[src/rtl/mac_pkg.sv]
// -----------------------------------------------------------------------------
// mac_pkg -- shared definitions for the MAC datapath slice.
//
// Purpose : default widths for mac_datapath / mac_acc and the encodings of
//           the multiplier operand-B select.
// Contents:
//   DATA_W_DEF  signed operand width default
//   ACC_W_DEF   signed accumulator width default (>= 2*DATA_W_DEF)
//   CNT_W_DEF   accumulation-count width default
//   MSEL_XY     mult_sel value selecting X * Y
//   MSEL_XX     mult_sel value selecting X * X (square)
// -----------------------------------------------------------------------------
package mac_pkg;

    localparam int DATA_W_DEF = 8;
    localparam int ACC_W_DEF  = 20;
    localparam int CNT_W_DEF  = 6;

    localparam logic MSEL_XY = 1'b0;
    localparam logic MSEL_XX = 1'b1;

endpackage : mac_pkg

[src/rtl/mac_acc.sv]
// -----------------------------------------------------------------------------
// mac_acc -- signed accumulator with overflow detection and optional clamp.
//
// Build option: define MAC_SAT_EN to clamp the sum to the signed ACC_W range
//               on overflow; otherwise the sum wraps modulo 2^ACC_W. The sticky
//               overflow flag behaves the same in both builds.
//
// Ports:
//   clk_i        clock, rising edge
//   rst_i        asynchronous active-high reset
//   product_i    signed PROD_W-bit product to accumulate
//   sum_ld_i     accumulate product_i into the sum
//   sum_clr_i    synchronous clear of sum, count, overflow, valid (wins)
//   sum_o        registered signed accumulator value
//   sum_valid_o  one-cycle pulse after an accepted accumulate
//   acc_cnt_o    accumulations since last clear, saturating
//   ovf_o        sticky signed-overflow flag
// -----------------------------------------------------------------------------
module mac_acc
    import mac_pkg::*;
#(
    parameter int PROD_W = 2 * DATA_W_DEF,
    parameter int ACC_W  = ACC_W_DEF,
    parameter int CNT_W  = CNT_W_DEF
) (
    input  logic              clk_i,
    input  logic              rst_i,
    input  logic [PROD_W-1:0] product_i,
    input  logic              sum_ld_i,
    input  logic              sum_clr_i,
    output logic [ACC_W-1:0]  sum_o,
    output logic              sum_valid_o,
    output logic [CNT_W-1:0]  acc_cnt_o,
    output logic              ovf_o
);

    logic signed [ACC_W-1:0] sum_q, sum_d;
    logic        [CNT_W-1:0] cnt_q, cnt_d;
    logic                    vld_q, vld_d;
    logic                    ovf_q, ovf_d;

    logic signed [ACC_W:0]   prod_ext;
    logic signed [ACC_W:0]   sum_ext;
    logic signed [ACC_W:0]   add_res;
    logic                    add_ovf;
    logic signed [ACC_W-1:0] add_out;

    // One guard bit above the accumulator so the true sum is always exact.
    assign prod_ext = $signed({{(ACC_W + 1 - PROD_W){product_i[PROD_W-1]}}, product_i});
    assign sum_ext  = $signed({sum_q[ACC_W-1], sum_q});
    assign add_res  = sum_ext + prod_ext;
    // Guard bit disagreeing with the ACC_W sign bit means the sum left the range.
    assign add_ovf  = add_res[ACC_W] ^ add_res[ACC_W-1];

`ifdef MAC_SAT_EN
    function automatic logic signed [ACC_W-1:0] sat_fn(input logic signed [ACC_W:0] v);
        if (v[ACC_W] == v[ACC_W-1]) begin
            return v[ACC_W-1:0];
        end else if (v[ACC_W]) begin
            return {1'b1, {(ACC_W - 1){1'b0}}};
        end else begin
            return {1'b0, {(ACC_W - 1){1'b1}}};
        end
    endfunction

    assign add_out = sat_fn(add_res);
`else
    assign add_out = add_res[ACC_W-1:0];
`endif

    always_comb begin
        sum_d = sum_q;
        cnt_d = cnt_q;
        ovf_d = ovf_q;
        vld_d = 1'b0;
        if (sum_clr_i) begin
            sum_d = '0;
            cnt_d = '0;
            ovf_d = 1'b0;
        end else if (sum_ld_i) begin
            sum_d = add_out;
            cnt_d = (cnt_q == '1) ? cnt_q : cnt_q + CNT_W'(1);
            ovf_d = ovf_q | add_ovf;
            vld_d = 1'b1;
        end
    end

    always_ff @(posedge clk_i or posedge rst_i) begin
        if (rst_i) begin
            sum_q <= '0;
            cnt_q <= '0;
            ovf_q <= 1'b0;
            vld_q <= 1'b0;
        end else begin
            sum_q <= sum_d;
            cnt_q <= cnt_d;
            ovf_q <= ovf_d;
            vld_q <= vld_d;
        end
    end

    assign sum_o       = sum_q;
    assign acc_cnt_o   = cnt_q;
    assign ovf_o       = ovf_q;
    assign sum_valid_o = vld_q;

endmodule : mac_acc

[src/rtl/mac_datapath.sv]
// -----------------------------------------------------------------------------
// mac_datapath -- operand registers, square/product mux, signed multiply,
//                 feeding the mac_acc accumulator.
//
// Build option: MAC_SAT_EN (see mac_acc) selects clamp instead of wrap.
//
// Ports:
//   clk        clock, rising edge
//   reset      asynchronous active-high reset
//   x_in/y_in  signed DATA_W operand data
//   x_ld/y_ld  load x_in / y_in into the X / Y register
//   mult_sel   operand B select: MSEL_XY -> Y register, MSEL_XX -> X register
//   sum_ld     accumulate X * B into the sum
//   sum_clr    synchronous clear of sum, count, overflow (wins over sum_ld)
//   sum_out    registered signed accumulator
//   sum_valid  one-cycle pulse after an accepted accumulate
//   acc_cnt    accumulations since last clear, saturating
//   ovf        sticky signed-overflow flag
// -----------------------------------------------------------------------------
module mac_datapath
    import mac_pkg::*;
#(
    parameter int DATA_W = DATA_W_DEF,
    parameter int ACC_W  = ACC_W_DEF,
    parameter int CNT_W  = CNT_W_DEF
) (
    input  logic              clk,
    input  logic              reset,
    input  logic [DATA_W-1:0] x_in,
    input  logic [DATA_W-1:0] y_in,
    input  logic              x_ld,
    input  logic              y_ld,
    input  logic              mult_sel,
    input  logic              sum_ld,
    input  logic              sum_clr,
    output logic [ACC_W-1:0]  sum_out,
    output logic              sum_valid,
    output logic [CNT_W-1:0]  acc_cnt,
    output logic              ovf
);

    localparam int PROD_W = 2 * DATA_W;

    logic signed [DATA_W-1:0] x_q, x_d;
    logic signed [DATA_W-1:0] y_q, y_d;
    logic signed [DATA_W-1:0] b_op;
    logic        [PROD_W-1:0] x_ext;
    logic        [PROD_W-1:0] b_ext;
    logic        [PROD_W-1:0] product;

    always_comb begin
        x_d = x_q;
        y_d = y_q;
        if (x_ld) x_d = x_in;
        if (y_ld) y_d = y_in;
    end

    always_ff @(posedge clk or posedge reset) begin
        if (reset) begin
            x_q <= '0;
            y_q <= '0;
        end else begin
            x_q <= x_d;
            y_q <= y_d;
        end
    end

    // Operand stage: registered X/Y feed a combinational multiply, so an
    // accumulate in the same cycle as a load still sees the old operands.
    assign b_op = (mult_sel == MSEL_XX) ? x_q : y_q;

    // Low PROD_W bits of the product of sign-extended operands equal the
    // signed two's-complement product.
    assign x_ext   = {{DATA_W{x_q[DATA_W-1]}}, x_q};
    assign b_ext   = {{DATA_W{b_op[DATA_W-1]}}, b_op};
    assign product = x_ext * b_ext;

    mac_acc #(
        .PROD_W (PROD_W),
        .ACC_W  (ACC_W),
        .CNT_W  (CNT_W)
    ) u_acc (
        .clk_i       (clk),
        .rst_i       (reset),
        .product_i   (product),
        .sum_ld_i    (sum_ld),
        .sum_clr_i   (sum_clr),
        .sum_o       (sum_out),
        .sum_valid_o (sum_valid),
        .acc_cnt_o   (acc_cnt),
        .ovf_o       (ovf)
    );

endmodule : mac_datapath
[config.mk]
export PLATFORM = sky130hd
export DESIGN_NAME = mac_datapath
export DESIGN_NICKNAME = d
export VERILOG_FILES = /design/src/rtl/mac_pkg.sv /design/src/rtl/mac_acc.sv /design/src/rtl/mac_datapath.sv
export SDC_FILE = /design/constraint.sdc
export NUM_CORES = 1
export LEC_CHECK = 0
export ABC_AREA = 1
export BUFFER_PORTS_ARGS = -buffer_cell sky130_fd_sc_hd__buf_2
export CORE_ASPECT_RATIO = 1.75
export CORE_MARGIN = 2
export CORE_UTILIZATION = 39
export CTS_CLUSTER_SIZE = 10
export DETAILED_ROUTE_END_ITERATION = 16
export GPL_ROUTABILITY_DRIVEN = 1
export GPL_TIMING_DRIVEN = 1
export PLACE_DENSITY = 0.53
export SLEW_MARGIN = 20
export SYNTH_ARGS = -nofsm -noshare
export SYNTH_HDL_FRONTEND = slang
export SYNTH_SLANG_ARGS = --single-unit
[constraint.sdc]
create_clock -name clk -period 7.3 [get_ports clk]
set_input_delay 1.095 -clock clk [delete_from_list [all_inputs] [get_ports clk]]
set_output_delay 1.095 -clock clk [all_outputs]
set_load 0.1 [all_outputs]
# == Word-level counts from Yosys, hierarchy flattened ==
# Index checks and enable logic that the tools add are counted.
# op_classes
n_addsub,2
mul,1
div_mod_pow,0
magnitude_cmp,0
eq_ne,2
shifts,0
muxes,10
bitwise_logic,2
n_reduce_logical,2
# ops
op,count
20-bit 2-to-1 mux,2
20-bit by 16-bit adder with 21-bit output,1
6-bit 2-to-1 mux,3
8-bit by 8-bit multiplier with 16-bit output,1
8-bit 2-to-1 mux,1
"6-bit by 1-bit adder with 6-bit output, second input constant",1
"6-bit == test, second input constant",1
1-bit 2-to-1 mux,4
"2-bit != test, second input constant",1
2-bit AND reduction,1
2-bit nonzero test,1
1-bit bitwise OR,1
1-bit XOR,1
# word_totals
regBits,44
latchBits,0
ramBits,0
romBits,0
wordCells,25
mem_count,0

# == Longest topological paths before layout ==
# Gate-level depths: netlist of the first run.
# logic_depth
depth_word,7
ltp_mapped,27
mapped_depth_nobuf,26

# == Hierarchy ==
# Synthesis of the first run repeated with hierarchy kept, for this count alone.
# hier_totals
hier_cells,784
hier_area_um2,5699.2
# by_module_without_submodules
module,instances,cells_per_inst,area_each_um2,seq_area_each_um2
mac_datapath,1,420,3270.6,400.4
mac_acc,1,364,2428.6,700.7

# == Worst setup path before layout of the first run ==
# Ideal clock, no wire load.
# synth_path
path_type,input to register
from,input mult_sel
to,"register u_acc.ovf_q, in the netlist u_acc.ovf_o"
arrival_time_ns,6.401
t_required_ns,7.180
path_slack_ns,0.779
cell_stages,23
path_cell_list,clkbuf_2 > nor2_1 > a21oi_1 > inv_1 > nor2_1 > inv_1 > fa_1 > inv_1 > fa_1 > fa_1 > fa_1 > fa_1 > ha_1 > a21oi_1 > nand2_1 > nand2_1 > nand2_2 > nand2_1 > nand3_1 > nand2_1 > nand2_1 > nand3_1 > nand2_1
# synth_between
elab_chain_len,7
# synth_lines
item,line_no,source
from (decl),mac_datapath.sv:33,"input logic mult_sel,"
8-bit 2-to-1 mux,mac_datapath.sv:70,assign b_op = (mult_sel == MSEL_XX) ? x_q : y_q;
8-bit by 8-bit multiplier with 16-bit output,mac_datapath.sv:76,assign product = x_ext * b_ext;
20-bit by 16-bit adder with 21-bit output,mac_acc.sv:51,assign add_res = sum_ext + prod_ext;
1-bit XOR,mac_acc.sv:53,assign add_ovf = add_res[ACC_W] ^ add_res[ACC_W-1];
1-bit bitwise OR,mac_acc.sv:83,ovf_d = ovf_q | add_ovf;
1-bit 2-to-1 mux,mac_acc.sv:80,end else if (sum_ld_i) begin
1-bit 2-to-1 mux,mac_acc.sv:76,if (sum_clr_i) begin
to (signal assigned),mac_acc.sv:97,ovf_q <= ovf_d;
to (decl),mac_acc.sv:40,"logic ovf_q, ovf_d;"
# Every way passes these cells. The select of a mux whose other input is x is not followed.
# A chain may end at the register's enable or synchronous reset.

# == Worst setup path after layout of the first run ==
# Same ends and word-level chain as after synthesis.

==> impl_metrics.yaml, run 1 <==
status:
  outcome: "finished, final reports clean"
clocking:
  htreeDepth: 2
  root_buffer: "clkbuf_16"
  cts-buffers-inserted: 5
  cts_tree: "built"
  clockBufferDepth: 2
  cts_setup_buffers: 0
  cts_resized: 0
  clkTransAtPathRegs_ps: 80
  cts_hold_buffers: 0
  clock_latency_ps: 300
  cts.sinks: 44
detailed_routing:
  vias_per_cell: 4.93
  routedWlPerCell_um: 15.8
  drtPass1Iterations: 7
  postRouteAntennaNets: 0
  drc: 0
  finalWirelength_mm: 14.3
  drtIter0Drc: 82
  vias: 4452
synth:
  synthCells: 669
  synthMuxAreaShare_pct: 1.60
  synth_fp_nets: 833
  syn_area_mm2: 0.00565
  synth.distinct_cells: 32
  yosys-top-cells-area: "fa_1, dfrtp_1, ha_1"
  synthAdderAreaFrac_pct: 43.5
  yosysTopAreaCell: "fa_1"
  synth_compound_area_share_pct: 6.71
  avgSynthCellArea_um2: 8.44
  yosys.area_share.simple_pct: 18.1
  seq_area_frac_synth_pct: 19.5
  synth_top_area_share_pct: 32.6
  ys_warn_count: 0
  synth_top_family_by_area: "adder cells"
  synth_seq_cells: 44
  yosys.area_share.xor_xnor_pct: 0.155
worst_setup_path:
  cp_cell_sequence: "buf_2, nor2_1, a21oi_1, inv_1, nor2_2, buf_4, fa_1, inv_1, fa_1, fa_1, fa_1, inv_1, ha_1, ha_1, a21oi_1, nand2_1, a21oi_1, nand3_1, nand2_1, nand2_1, nand3_1, nand2_1"
  worstPathRequired_ps: 7500
  max_stage_delay_ps: 540
  cp_max_fo: 16
  startpoint_type: "primary input"
  critPathKind: "primary input to register"
  cp.arrival_ps: 6170
  r2r_slack_ps: 1870
  critPathSlowestCell: "fa_1"
  cp-end-kind: "register"
finish:
  area_growth_pct: 11.2
  seqCellArea_mm2: 0.00110
  final_cell_mix: "nand2_1, inv_1, fa_1"
  multi_input_area_mm2: 0.00396
  layout_commonest_cell: "nand2_1"
  antennaDiodeCount: 0
  fillers: 1448
  drive_above_1_share_pct: 12.4
  final_nets: 886
floorplanning:
  die_y_um: 163
  io_pins: 51
  dieArea_mm2: 0.0155
  fp-row-count: 58
  core_mm2: 0.0143
  die_w_um: 95.0
  start_util_pct: 39.5
grt:
  grt_remaining_overflow: 0
  antenna_found_initial: 0
  grt_max_degree: 45
  grt_pass1_wl_mm: 23.5
  grt_pass1_vias: 4834
  grt_usage_pct: 20.1
sta:
  setup-violations-final: 0
  tns_ps: 0
  period_share_pct: 81.9
  min_period_ps: 5980
  hold_violations: 0
  slew_headroom_pct: 41.2
  fin_skew_ps: 9.84
  slew_viol_final: 0
  max_freq_mhz: 167
  rsz0062_at_grt: "no"
  worstMarginPinSlew_ps: 880
place:
  gp_congestion: 0.994
  port_buffers: 50
  dpl.hpwl_mm: 12.3
hold_path:
  hold_path_class: "register to register"
run:
  maxCapViolCount: 0
## flip-flops by register name, indices dropped and copies added (netlist names)
signal             flops
u_acc.acc_cnt_o        6
u_acc.sum_o           20
u_acc.ovf_o            1
x_q                    8
u_acc.sum_valid_o      1
y_q                    8
## layout make-up
class / instances / share of cell area (%)
multi-input cells: 469 / 63.0
flip-flops and latches: 44 / 17.5
inverters: 150 / 8.98
repair buffers: 52 / 4.22
well taps: 180 / 3.58
clock buffers: 5 / 1.99
clock inverters: 3 / 0.737
## final timing paths
kind,start,to,cells past startpoint
min,y_q[5]$_DFFE_PP0P_,y_q[5]$_DFFE_PP0P_,1
min reg2reg,y_q[5]$_DFFE_PP0P_,y_q[5]$_DFFE_PP0P_,1
max in group asynchronous,reset,x_q[4]$_DFFE_PP0P_,2
max reg2reg,x_q[3]$_DFFE_PP0P_,u_acc.ovf_o$_DFFE_PP0P_,20
max,mult_sel,u_acc.ovf_o$_DFFE_PP0P_,22
min in group asynchronous,reset,u_acc.sum_o[6]$_DFFE_PP0P_,2
## cell usage after synthesis
library cell	instances
a32o_1	1
o21ai_2	1
clkbuf_1	3
nor2_1	64
nand4_1	1
nand3_2	1
fa_1	92
nand3_1	19
o21a_1	2
dfrtp_1	44
o21ai_0	25
o22ai_1	2
nor2_2	2
a21oi_2	3
nor3_2	2
clkbuf_2	1
mux2_2	8
buf_4	2
o21ai_1	2
ha_1	49
or2_2	1
o21bai_1	2
inv_1	148
o31ai_1	1
a22o_1	1
nor3_1	2
a21oi_1	28
nand2_1	150
xnor2_1	1
inv_2	2
and3_1	1
nand2_2	8
## cell families after synthesis
kind of cell,after synthesis
AO/OA/AOI/OAI,68
XOR/XNOR,1
adder cells (fa/ha/maj),141
buffers and inverters,156
flip-flops,44
multiplexers,8
AND/OR/NAND/NOR,251
## metrics by stage
step	setup WS (ps)	hold WS, ps	instances	instance area [um^2]	util (%)
after floorplan	779	481	669	5650	-
after global placement	1050	496	895	6110	42.7
after detailed placement	1020	502	895	6110	42.7
after CTS	1310	517	903	6280	43.9
after global routing	932	530	903	6280	43.9
final	1320	511	903	6280	43.9
## worst max-delay path, delay by kind of cell
kind | cells | cell delay, ps
buffers and inverters | 5 | 800
adders and majority gates | 6 | 2690
and+or+nand+nor | 8 | 690
AOI/OAI and AO/OA | 3 | 880
## routing by layer
layer / global-route usage (%) / share of wire [%]
met5: 0 / 0
met3: 1.75 / 2.2
met2: 39.3 / 60
met1: 20.6 / 34
met4: 9.55 / 4.2
Power of run 1 is left out: the tool's default activity adds up to more than one toggle a clock period on the data nets, which glitch-free logic cannot reach.
==> inputs of run 2 (changes only) <==
- PLACE_DENSITY: 0.53 -> 0.55
- clock period: 7.3 -> 5.2 ns (I/O delays scaled with it)
==> run 2 against run 1 <==
Effect of this change: via count grew 7.1%; worst setup slack lost 1100 ps; die area is the same; register-to-register slack lost 1600 ps; global-route usage grew 1.1 points; sequential share of layout area shrank 2.1 points; cell area grew 14%; worst hold slack lost 2.7 ps; highest routed layer unchanged; non-clock buffer count grew 76; clock skew grew 7.6 ps; cell count grew 8.4%.
==> impl_metrics.yaml, run 2 (synthesized netlist as in run 1, its figures left out) <==
sta:
  fin_skew_ps: 17.5
  setup-violations-final: 0
  slew_viol_final: 0
  min_period_ps: 5010
  hold_violations: 0
  worstMarginPinSlew_ps: 914
  setup_ws_ps: 186
  max_freq_mhz: 199
  fin_hold_ws_ps: 508
  period_share_pct: 96.4
  slew_headroom_pct: 39.0
finish:
  drive_above_1_share_pct: 26.3
  final_cell_mix: "nand2_1, inv_1, fa_1"
  area_growth_pct: 26.7
  layout_commonest_cell: "nand2_1"
  final_nets: 962
  largest_register_ffs: 20
  antennaDiodeCount: 0
  postLayoutCoreUtil_pct: 50.0
worst_setup_path:
  critPathKind: "primary input to register"
  cp_max_fo: 13
  cp-end-kind: "register"
  cp.arrival_ps: 5210
  r2r-start: "x_q[4]$_DFFE_PP0P_"
  worstPathRequired_ps: 5400
  startpoint_type: "primary input"
  cp-startpoint: "mult_sel"
floorplanning:
  dieArea_mm2: 0.0155
  io_pins: 51
  die_w_um: 95.0
  die_y_um: 163
  fp-row-count: 58
  core_mm2: 0.0143
  start_util_pct: 39.5
detailed_routing:
  routedWlPerCell_um: 15.4
  drc: 0
  vias: 4767
  finalWirelength_mm: 15.0
  drtPass1Iterations: 4
  drtIter0Drc: 138
  vias_per_cell: 4.87
  postRouteAntennaNets: 0
clocking:
  cts.sinks: 44
  cts-buffers-inserted: 5
  root_buffer: "clkbuf_16"
  cts_tree: "built"
  cts_hold_buffers: 0
  clock_latency_ps: 300
  clkTransAtPathRegs_ps: 80
  clockBufferDepth: 2
  htreeDepth: 2
status:
  outcome: "finished, final reports clean"
grt:
  grt_pass1_vias: 5182
  grt_pass1_wl_mm: 25.0
  grt_usage_pct: 21.2
  grt_remaining_overflow: 0
  antenna_found_initial: 0
  grt_max_degree: 45
place:
  gp_congestion: 0.944
  port_buffers: 50
  dpl.hpwl_mm: 12.7
  pre_cts_ws_ps: -632
hold_path:
  hp-start: "u_acc.ovf_o$_DFFE_PP0P_"
  hold_path_class: "register to register"
run:
  maxCapViolCount: 0
## run 2: changes by cell type in the layout (fill, tap and decap cells not counted), sizes merged
cell      delta
buf         +76
clkinv       +3
bufinv       -1
clkinvlp     -1
inv          -1
## run 2: final timing paths
check	depth (start not counted)	slack, ps	endpoint
min in group asynchronous	2	620	u_acc.sum_o[7]$_DFFE_PP0P_
worst max register to register	20	260	u_acc.ovf_o$_DFFE_PP0P_
worst max-delay path	22	190	u_acc.ovf_o$_DFFE_PP0P_
worst min-delay path	2	510	u_acc.ovf_o$_DFFE_PP0P_
max in group asynchronous	2	4070	x_q[4]$_DFFE_PP0P_
worst min register to register	2	510	u_acc.ovf_o$_DFFE_PP0P_
## run 2: per-layer routing
layer / GRT usage, % / share of wire (%) / vias to the layer above
met5: 0 / 0 / -
met2: 41.5 / 58 / 104
met1: 22.2 / 35 / 2349
met3: 1.85 / 2.5 / 35
met4: 9.22 / 4.6 / 0
li1: - / - / 2279
## run 2: what timing repair did
item | CTS | global route
setup endpoints to repair | 5 | 10
pin swaps | 1 | 19
buffers inserted | 0 | 4
resized for setup | 8 | 39
## run 2: per-stage QoR
stage	cell area, um^2	TNS (ps)	instances
2_1_floorplan	5730	-62.7	669
3_3_place_gp	6740	-3160	967
3_5_place_dp	6740	-3320	967
4_1_cts	6890	-8.12	975
5_1_grt	7150	-21.2	979
6_report	7150	0	979
## run 2: critical path: stages
cell     delay, ps
buf_6          130
buf_4          160
a21oi_4        160
inv_1           90
nor2_4         130
buf_12         160
fa_1           420
inv_1           90
fa_1           450
fa_1           540
inv_1           50
fa_1           440
ha_1           290
ha_1           340
a21oi_1        310
nand2_1        120
a21oi_1        180
nand3_1        120
nand2_1         80
nand2_1         50
nand3_1         80
nand2_1         60
## run 2: area by class of cell
cell class | instances | area [um^2]
Fill cell | 1383 | 7140
Inverter | 150 | 564
Clock buffer | 5 | 125
Multi-Input combinational cell | 469 | 4240
Clock inverter | 3 | 18.8
Tap cell | 180 | 225
Sequential cell | 44 | 1100
Timing Repair Buffer | 128 | 875
Power of run 2 is left out for the same reason.
==> inputs of run 3 (changes only) <==
--- a/config.mk
+++ b/config.mk
@@ -11,3 +11,3 @@
 export CORE_MARGIN = 2
-export CORE_UTILIZATION = 39
+export CORE_UTILIZATION = 55
 export CTS_CLUSTER_SIZE = 10
@@ -16,3 +16,3 @@
 export GPL_TIMING_DRIVEN = 1
-export PLACE_DENSITY = 0.55
+export PLACE_DENSITY = 0.78
 export SLEW_MARGIN = 20
==> constraint.sdc (replaced) <==
create_clock -name clk -period 5.2 [get_ports clk]
set_input_delay 1.04 -clock clk [delete_from_list [all_inputs] [get_ports clk]]
set_output_delay 1.04 -clock clk [all_outputs]
set_load 0.1 [all_outputs]
==> run 3 against run 2 <==
Effect of this change: the flow now finishes with violations (setup timing); critical path depth unchanged; via count increased by 5.7%; die area decreased by 28%; global-route usage increased by 9.4 points; clock-buffer cell count unchanged.
==> impl_metrics.yaml, run 3 (synthesized netlist as in run 1, its figures left out) <==
detailed_routing:
  routedWlPerCell_um: 18.1
  finalWirelength_mm: 16.8
  drtPass1Iterations: 5
  postRouteAntennaNets: 0
  drtIter0Drc: 218
  drc: 0
  vias: 5038
  vias_per_cell: 5.43
clocking:
  cts.sinks: 44
  cts-buffers-inserted: 5
  clkTransAtPathRegs_ps: 80
  htreeDepth: 2
  clockBufferDepth: 2
  clock_latency_ps: 310
  cts_tree: "built"
  root_buffer: "clkbuf_16"
  cts_hold_buffers: 0
place:
  placed_cells: 908
  gp_congestion: 1.02
  dpl.hpwl_mm: 12.6
  port_buffers: 50
  pre_cts_ws_ps: -635
grt:
  grt_usage_pct: 30.6
  use_met3_pct: 3.52
  grt_pass1_wl_mm: 25.7
  use_met1_pct: 29.2
  busiest_layer: "met2"
  grt_remaining_overflow: 0
  grt_max_degree: 45
  use_met2_pct: 57.3
  antenna_found_initial: 0
  grt_pass1_vias: 5585
finish:
  antennaDiodeCount: 0
  final_nets: 963
  drive_above_1_share_pct: 33.3
  layout_commonest_cell: "inv_1"
  layoutNonFillerInstCount: 927
  largest_register_ffs: 20
  area_growth_pct: 32.5
  final_cell_mix: "inv_1, nand2_1, fa_1"
sta:
  slew_headroom_pct: 37.1
  tns_ps: -86.0
  fin_skew_ps: 11.9
  max_freq_mhz: 190
  hold_violations: 0
  period_share_pct: 101
  min_period_ps: 5260
  rsz0062_at_grt: "yes"
  setup_ws_ps: -61.6
  worstMarginPinSlew_ps: 943
  setup-violations-final: 2
  fin_hold_ws_ps: 524
  slew_viol_final: 0
floorplanning:
  die_y_um: 138
  die_w_um: 80.6
  dieArea_mm2: 0.0111
  core_mm2: 0.0101
  start_util_pct: 55.8
  io_pins: 51
  fp-row-count: 49
status:
  violations: "setup timing"
  outcome: "finished, violations left"
worst_setup_path:
  cp-end-kind: "register"
  startpoint_type: "primary input"
  critPathKind: "primary input to register"
  worstPathRequired_ps: 5410
  cp.arrival_ps: 5470
  cp_max_fo: 7
run:
  maxCapViolCount: 0
hold_path:
  hold_path_class: "register to register"
-- run 3: changes by cell type in the layout (fill, tap and decap cells not counted), moves of 8 or more --
cell,change
ha_1,-11
ha_4,+12
inv_1,-8
inv_2,+8
nand2_1,-19
nand2_2,+16
-- run 3: final cells by class --
cell class	count	area, um^2
fill	722	2630
sequential	44	1100
clock inverter	3	46.3
clock buffer	5	125
timing repair buffer	129	937
multi-input combinational	469	4550
inverter	150	564
tap	127	159
-- run 3: worst paths after layout --
check	start	to	slack (ps)	cells after the start
worst max-delay path	mult_sel	u_acc.sum_o[17]$_DFFE_PP0P_	-60	22
worst min-delay path	y_q[3]$_DFFE_PP0P_	y_q[3]$_DFFE_PP0P_	520	1
worst max register to register	x_q[7]$_DFFE_PP0P_	u_acc.sum_o[17]$_DFFE_PP0P_	220	21
worst min register to register	y_q[3]$_DFFE_PP0P_	y_q[3]$_DFFE_PP0P_	520	1
max in group asynchronous	reset	x_q[5]$_DFFE_PP0P_	3850	2
min in group asynchronous	reset	u_acc.acc_cnt_o[2]$_DFFE_PP0P_	860	2
-- run 3: stage by stage --
step	area [um^2]	utilization, %
2_1_floorplan	5780	-
3_3_place_gp	6680	66.0
3_5_place_dp	6680	66.0
4_1_cts	7140	70.6
5_1_grt	7480	74.0
6_report	7480	74.0
-- run 3: per-layer routing --
| layer | up-vias | routed length (um) |
|---|---|---|
| met5 | - | 0 |
| li1 | 2280 | - |
| met2 | 194 | 9530 |
| met4 | 0 | 1530 |
| met3 | 97 | 595 |
| met1 | 2467 | 5150 |
-- run 3: critical path, stage by stage --
cell and delay, ps:
buf_12 120, buf_6 110, a21oi_4 120, inv_2 60, nor2_4 160, buf_6 130, clkbuf_16 140, fa_1 420
fa_1 470, fa_1 580, fa_1 640, ha_4 230, ha_4 280, nand2_2 70, buf_4 130, nor3_1 170
nand2_1 80, nand2_1 90, a21oi_1 70, o21ai_0 130, buf_4 170, nand2_1 40
-- run 3: timing repair --
action                     in CTS  in global routing
pin swaps                      18                 34
buffers inserted                6                  7
cloned                          0                  2
gates resized for setup        44                 65
setup endpoints to repair       9                 10
Power of run 3 is left out for the same reason.
